### src/rtl/stream_width_conv_pkg.sv
// Mode encoding and width helpers shared by the stream width converter.
package stream_width_conv_pkg;

    localparam int BYTE_LEN = 8;

    typedef enum logic [1:0] {
        WCONV_PASS   = 2'd0,
        WCONV_PACK   = 2'd1,
        WCONV_UNPACK = 2'd2
    } wconv_mode_e;

    function automatic wconv_mode_e conv_mode(input int in_w, input int out_w);
        if (in_w < out_w) return WCONV_PACK;
        else if (in_w > out_w) return WCONV_UNPACK;
        else return WCONV_PASS;
    endfunction

    function automatic int conv_ratio(input int in_w, input int out_w);
        return (in_w > out_w) ? (in_w / out_w) : (out_w / in_w);
    endfunction

endpackage

### src/rtl/stream_width_conv_ctrl.sv
// Sub-word counter, end-of-stream tracking, handshake and overflow flag
// for stream_width_conv; the datapath only needs load/outclk/cnt.
module stream_width_conv_ctrl
    import stream_width_conv_pkg::*;
#(
    parameter wconv_mode_e MODE          = WCONV_UNPACK,
    parameter int          R             = 4,
    parameter bit          FLUSH_PARTIAL = 1'b1,
    parameter int          CW            = $clog2(R + 1)
) (
    input  logic          clk,
    input  logic          rst,
    input  logic          inclk,
    input  logic          in_done,
    input  logic          downstream_rdy,
    output logic          rdy,
    output logic          outclk,
    output logic          done,
    output logic          overflow,
    output logic          load,
    output logic [CW-1:0] cnt
);
    localparam logic [CW-1:0] FULL = CW'(R);
    localparam logic [CW-1:0] ONE  = CW'(1);

    logic pend_done;
    logic valid;
    logic partial;

    always_comb begin
        partial = (cnt != '0) && (cnt != FULL);
        if (MODE == WCONV_PACK) begin
            valid  = (cnt == FULL) || (FLUSH_PARTIAL && pend_done && partial);
            outclk = !rst && valid && downstream_rdy;
            rdy    = !pend_done && ((cnt != FULL) || outclk);
            done   = !rst && pend_done && ((cnt == '0) || outclk);
        end else begin
            valid  = (cnt != '0);
            outclk = !rst && valid && downstream_rdy;
            rdy    = !pend_done && ((cnt == '0) || ((cnt == ONE) && outclk));
            done   = !rst && pend_done && ((cnt == '0) || (outclk && (cnt == ONE)));
        end
        load = !rst && inclk && rdy;
    end

    always_ff @(posedge clk) begin
        if (rst) begin
            cnt       <= '0;
            pend_done <= 1'b0;
            overflow  <= 1'b0;
        end else begin
            if (inclk && !rdy) overflow <= 1'b1;
            // in_done while already pending is absorbed; done always clears it
            pend_done <= done ? 1'b0 : (pend_done || in_done);
            if (MODE == WCONV_PACK) begin
                if (load) cnt <= outclk ? ONE : cnt + ONE;
                else if (outclk || (pend_done && partial && !FLUSH_PARTIAL)) cnt <= '0;
            end else begin
                if (load) cnt <= FULL;
                else if (outclk) cnt <= cnt - ONE;
            end
        end
    end

endmodule

### src/rtl/stream_width_conv.sv
// Parametrised stream width converter: packs, unpacks or passes words
// between IN_WIDTH and OUT_WIDTH with backpressure and end-of-stream flush.
module stream_width_conv
    import stream_width_conv_pkg::*;
#(
    parameter int IN_WIDTH      = 8,
    parameter int OUT_WIDTH     = 2,
    parameter bit LSB_FIRST     = 1'b1,
    parameter bit FLUSH_PARTIAL = 1'b1
) (
    input  logic                 clk,
    input  logic                 rst,
    input  logic                 inclk,
    input  logic [IN_WIDTH-1:0]  in,
    input  logic                 in_done,
    input  logic                 downstream_rdy,
    output logic                 rdy,
    output logic                 outclk,
    output logic [OUT_WIDTH-1:0] out,
    output logic                 done,
    output logic                 overflow
);
    localparam wconv_mode_e MODE = conv_mode(IN_WIDTH, OUT_WIDTH);
    localparam int R  = conv_ratio(IN_WIDTH, OUT_WIDTH);
    localparam int BW = (IN_WIDTH > OUT_WIDTH) ? IN_WIDTH : OUT_WIDTH;
    localparam int CW = $clog2(R + 1);

    logic [BW-1:0] data_buf;
    logic [CW-1:0] cnt;
    logic          load;

    stream_width_conv_ctrl #(
        .MODE          (MODE),
        .R             (R),
        .FLUSH_PARTIAL (FLUSH_PARTIAL),
        .CW            (CW)
    ) u_ctrl (
        .clk            (clk),
        .rst            (rst),
        .inclk          (inclk),
        .in_done        (in_done),
        .downstream_rdy (downstream_rdy),
        .rdy            (rdy),
        .outclk         (outclk),
        .done           (done),
        .overflow       (overflow),
        .load           (load),
        .cnt            (cnt)
    );

    generate
        if (MODE == WCONV_PACK) begin : g_pack
            int gap;

            always_ff @(posedge clk) begin
                if (load) begin
                    if (LSB_FIRST) data_buf <= {in, data_buf[BW-1:IN_WIDTH]};
                    else           data_buf <= {data_buf[BW-IN_WIDTH-1:0], in};
                end
            end

            // Shifting out the unfilled slots discards stale bits and zero-pads a flushed partial word
            always_comb begin
                gap = (R - int'(cnt)) * IN_WIDTH;
                if (LSB_FIRST) out = data_buf >> gap;
                else           out = data_buf << gap;
            end
        end else begin : g_unpack
            logic unused_cnt;
            assign unused_cnt = ^cnt;

            always_ff @(posedge clk) begin
                if (load) begin
                    data_buf <= in;
                end else if (outclk) begin
                    if (LSB_FIRST) data_buf <= data_buf >> OUT_WIDTH;
                    else           data_buf <= data_buf << OUT_WIDTH;
                end
            end

            assign out = LSB_FIRST ? data_buf[OUT_WIDTH-1:0] : data_buf[BW-1:BW-OUT_WIDTH];
        end
    endgenerate

endmodule

### config.mk
export PLATFORM = sky130hd
export DESIGN_NAME = stream_width_conv
export DESIGN_NICKNAME = d
export VERILOG_FILES = /design/src/rtl/stream_width_conv_pkg.sv /design/src/rtl/stream_width_conv_ctrl.sv /design/src/rtl/stream_width_conv.sv
export SDC_FILE = /design/constraint.sdc
export NUM_CORES = 1
export LEC_CHECK = 0
export CAP_MARGIN = 5
export CORE_UTILIZATION = 46
export DETAILED_ROUTE_END_ITERATION = 8
export GPL_ROUTABILITY_DRIVEN = 1
export GPL_TIMING_DRIVEN = 1
export PLACE_DENSITY = 0.76
export SLEW_MARGIN = 20
export SYNTH_ARGS = -nofsm -noshare
export SYNTH_HDL_FRONTEND = slang
export SYNTH_SLANG_ARGS = --single-unit
### constraint.sdc
create_clock -name clk -period 2.1 [get_ports clk]
set_input_delay 0.21 -clock clk [delete_from_list [all_inputs] [get_ports clk]]
set_output_delay 0.21 -clock clk [all_outputs]
set_load 0.01 [all_outputs]
==> reports/metrics.cfg <==
[outcome]
status = completed

[logic_synthesis]
syn_inst = 56
synth_seq_cells = 13
syn_nets = 72
yosysSeqAreaShare_pct = 47.0
ys_warn_count = 0
async_reset_ff_share_pct = 0
synth_flop_cell = edfxtp_1
synthesis.area_um2 = 724
synth_edf_count = 8
syn-mean-instance-area_um2 = 12.9
synth.distinct_cells = 27

[detailed_routing]
vias = 487
avgViaCountPerCell = 5.35
route.detailed.drc = 0
firstDrtPassIters = 4
wl_um = 1150
drt_iter0_drc = 7
post_drt_wl_per_cell_um = 12.6
ant_nets = 0

[cells_and_area]
area_growth_pct = 31.1
fin_util_pct = 68.7
diodes = 0
final_area_um2 = 950
drive_gt1_share_pct = 26.3
nNetsFinal = 93

[clocking]
clk_latency_ns = 0.27
numCtsBuffers = 3
cts_sinks = 13
postCtsHoldBufs = 0
cts_buffer_depth = 2
h-tree-depth = 1
cts_tree = yes
clkSlewWorstSetupHoldPaths_ns = 0.08
cts_root_buf = clkbuf_4

[worst_setup_path]
worstPathRequired_ns = 1.89
ff2ff_setup_slack_ns = 0.41
crit_fanout = 9
cp.arrival_ns = 1.79
cp_top_family = buffers and inverters
end_kind = output pin
crit_type = reg2out
path_cells = inv_1 > ha_1 > nand2b_4 > and2_1 > clkdlybuf4s50_1
cp_slowest_cell = clkdlybuf4s50_1
cp-start-kind = flip-flop
path_buf_inv = 2
slowest_delay_ns = 0.56

[place]
gp_congestion = 0.753
placed_area_um2 = 903
io_buffers = 18
dp_slack_ns = 0.102

[sta]
timing.fmax_ghz = 0.499
period_needed_ns = 2.00
finalSetupTns_ns = 0
rsz0062_at_grt = no
setup-violations-final = 0
finClkSkew_ns = 0.00299
fin_crit_sh_pct = 95.4
drv_slew = 0
fin_ws_ns = 0.0974
hold_viol = 0
worstMarginPinSlew_ns = 0.377
slew_headroom_pct = 74.7

[power]
power_leakage_uw = 0.000396
irDropWorstVdd_uv = 433
powerDensity_nw_per_um2 = 744

[global_routing]
grt_pass1_wl_um = 2010
grt_max_degree = 10
grt_pass1_vias = 483
grt_use_total_pct = 15.3
antenna_found_initial = 0
grt-ovfl-total = 0

[floorplanning]
initial_utilization_pct = 52.4
placementRows = 13
core_area_um2 = 1380
die_h_um = 41.7
io_pins = 19
dieArea_um2 = 1740
die_w_um = 41.7

[run]
cap_violations = 0

[min_path]
min_path_type = reg2reg

==> where the power goes <==
group,switching (uW),leakage [uW],internal [uW]
Clock,77.3,0.0000150,73.5
Sequential,18.5,0.000117,315
Combinational,94.2,0.000265,128
==> metrics by stage <==
stage	std cells	total power, uW	hold slack (ns)
4_1_cts	91	706	0.483
5_1_grt	91	752	0.524
3_3_place_gp	87	546	0.453
2_1_floorplan	56	479	0.376
3_5_place_dp	87	550	0.458
6_report	91	707	0.475
==> metal layers <==
layer / vias up / GRT usage, % / wire length, um
met2: 13 / 25.3 / 552
met1: 231 / 17.7 / 528
li1: 241 / - / -
met4: 0 / 9.68 / 12
met5: - / 0 / 0
met3: 2 / 3.48 / 54
==> area by class of cell <==
cell class	count	area, um^2
fillers	104	433
multi-input cells	34	343
flip-flops and latches	13	342
repair buffers	21	205
clock buffers	4	26.3
well taps	15	18.8
inverters	4	15.0
==> cell usage in the layout, fill, tap and decap left out, types with 2 or more instances in the layout <==
| cell type | n |
|---|---|
| a21oi_1 | 2 |
| clkbuf_4 | 3 |
| edfxtp_1 | 8 |
| mux2_4 | 6 |
| inv_1 | 4 |
| and3_1 | 3 |
| ha_1 | 2 |
| dfxtp_1 | 4 |
| clkdlybuf4s50_1 | 17 |
| buf_4 | 3 |
| a211oi_1 | 2 |
==> synth_stat cells, drive strengths merged, types with 2 or more instances <==
cell	n	area (um^2)
inv	4	15.0
a21oi	3	15.0
edfxtp	8	240
buf	5	42.5
ha	3	37.5
dfxtp	5	100
a211oi	2	15.0
nand2b	2	12.5
and3	3	18.8
mux2	6	90.1
==> worst paths after layout <==
check / startpoint / endpoint / cells past startpoint
max: u_ctrl.cnt[0] / outclk / 5
min: u_ctrl.overflow / u_ctrl.overflow / 2
max reg2reg: u_ctrl.cnt[1] / data_buf[0] / 6
min reg2reg: u_ctrl.overflow / u_ctrl.overflow / 2
==> worst min-delay path, stage by stage (launching register included) <==
cell	delay [ns]
dfxtp_1	0.33
nand2b_1	0.05
o31ai_1	0.06
==> registers in the layout, summed over array words and instances, names as in the netlist <==
name              flops
data_buf              8
u_ctrl.cnt            3
u_ctrl.overflow       1
u_ctrl.pend_done      1
==> cells by family (layout without fill, tap and decap cells) <==
group	Yosys count	count (layout)	synth area share (%)
adders and majority gates	3	3	5.18
and+or+nand+nor	15	15	16.6
muxes	6	6	12.4
DFF	13	13	47.0
buffers and inverters	9	29	7.94
AOI/OAI and AO/OA	10	10	10.9
==> timing repair <==
action                                  in CTS  in global routing
setup buffers                                0                  0
endpoints found under the setup margin       2                  3
gates resized for setup                      1                  6
Power figures use the tool's default switching activity.
==> RTL edit (same flow settings) <==
The parameter `IN_WIDTH` goes from 8 to 16.
--- a/src/rtl/stream_width_conv.sv
+++ b/src/rtl/stream_width_conv.sv
@@ -5,3 +5,3 @@
 #(
-    parameter int IN_WIDTH      = 8,
+    parameter int IN_WIDTH      = 16,
     parameter int OUT_WIDTH     = 2,
Interface: changed (resized in); port bits go from 19 to 27. The function was not compared with the original's and may differ.
==> RTL edit against the unedited design <==
  * Total power increased by 59%
  * Sequential cell count increased by 9
  * Routed wire length increased by 61%
  * Final cell count increased by 55%
  * Area after synthesis increased by 49%
  * Synthesized cell count increased by 41%
  * Clock power increased by 53%
  * Fmax decreased by 0.34%
  * Non-clock buffer count increased by 14
  * Combinational power increased by 46%
  * Sequential power increased by 71%
  * Design area increased by 53%
  * Worst setup slack got worse by 0.0069 ns
  * Critical path type unchanged
  * Largest cell class is now registers
  * Largest power group unchanged
==> RTL edit: results (changes against the unedited design) <==
FF-to-FF End: data_buf[12]
Sequential area share after synthesis: 55.6% (+8.6 points)
Area after DPL: 0.00141 mm2 (+56%)
Met3 WL post-DR: 122 um (+130%)
DRT iter0 DRCs: 16 (+9)
Post-cts resize count: 6 (+5)
Filler instances: 182 (+75%)
Syn nets: 102 (+42%)
GRT Total Usage: 16.5% (+1.2 points)
Metal-1 WL: 888 um (+68%)
Largest net degree at the start of global routing: 17 (+7)
Highest routed layer: met3
Crit-path max FO: 3 (-6)
Clk Latency, worst-skew pair: 0.30 ns (+0.03 ns)
Synth top cells by count: edfxtp_1, mux2_2, dfxtp_1, mux2_4, a21oi_1
Share of cells above drive strength 1: 33.6% (+7.3 points)
Area taken by multi-input logic gates: 443 um2 (+29%)
Buffer share of cell area: 22.3% (+0.64 points)
Slew @ Worst Pin: 0.374 ns (-0.00297 ns)
Non-CTS buffers: 35 (+67%)
Top cells by area, synth: edfxtp_1, dfxtp_1, mux2_2
Clk_skew: 0.0120 ns (+0.00904 ns)
R2R cell count: 5 (-1)
Leak: 0.545 nW (+37%)
Util after Layout: 65.8% (-2.9 points)
Fin cells: 141 (+55%)
Status: complete, no violations
I/O Buffers: 26 (+8)
Site Rows: 17 (+4)
Worst-path clk slew: 0.13 ns (+0.05 ns)
Seq/total area: 41.4% (+5.4 points)
Post-route setup slack: 0.0905 ns (-0.00693 ns)
Comb pwr share: 28.7% (-2.8 points)
Synth Area per Inst: 13.7 um2 (+5.8%)
Routed vias: 727 (+49%)
Seq pwr share: 50.8% (+3.6 points)
Placer congestion estimate: 0.787 (+4.6%)
Cell variety after synth: 31 (+15%)
Min Hold Slack: 0.459 ns (-0.0165 ns)
Grt met2 use: 25.6% (+0.24 points)
HP Class: input port to register
Met3 Resource Use GR: 3.03% (-0.45 points)
Met2 routed WL: 838 um (+52%)
Largest cell class: registers
GRT met1 Usage: 24.0% (+6.3 points)
VDD IR-drop max: 0.000503 V (+16%)
Clk tree area frac: 2.49% (-0.28 points)
Post-DR wirelength/cell: 13.1 um (+3.9%)
Worst R2R Setup Slack: 0.12 ns (-0.29 ns)
P_comb: 0.324 mW (+46%)
Post-synth EDFFs: 16 (+8)
Vias in the first global route: 719 (+49%)
Setup Slack @ Placement: 0.0848 ns (-0.0169 ns)
## RTL edit: cell families after synthesis
group / Yosys count / share of synthesized area (%)
flip-flops: 22 / 55.6
AND/OR/NAND/NOR: 19 / 12.6
multiplexers: 15 / 17.6
AO/OA/AOI/OAI: 12 / 7.29
buffers and inverters: 9 / 4.63
adder cells (fa/ha/maj): 2 / 2.31
## RTL edit: how the worst min path moves through the flow
stage                               start          endpoint  depth (start not counted)
after floorplan                     inclk   u_ctrl.overflow                          2
after global routing              in_done  u_ctrl.pend_done                          3
final                             in_done  u_ctrl.pend_done                          3
after CTS                         in_done  u_ctrl.pend_done                          3
after detailed placement  u_ctrl.overflow   u_ctrl.overflow                          2
after global placement    u_ctrl.overflow   u_ctrl.overflow                          2
## RTL edit: worst max-delay path: stages, from the launching register on
cell           delay (ns)
dfxtp_2              0.35
inv_1                0.07
ha_1                 0.15
or3b_2               0.46
and2_4               0.18
dlygate4sd2_1        0.27
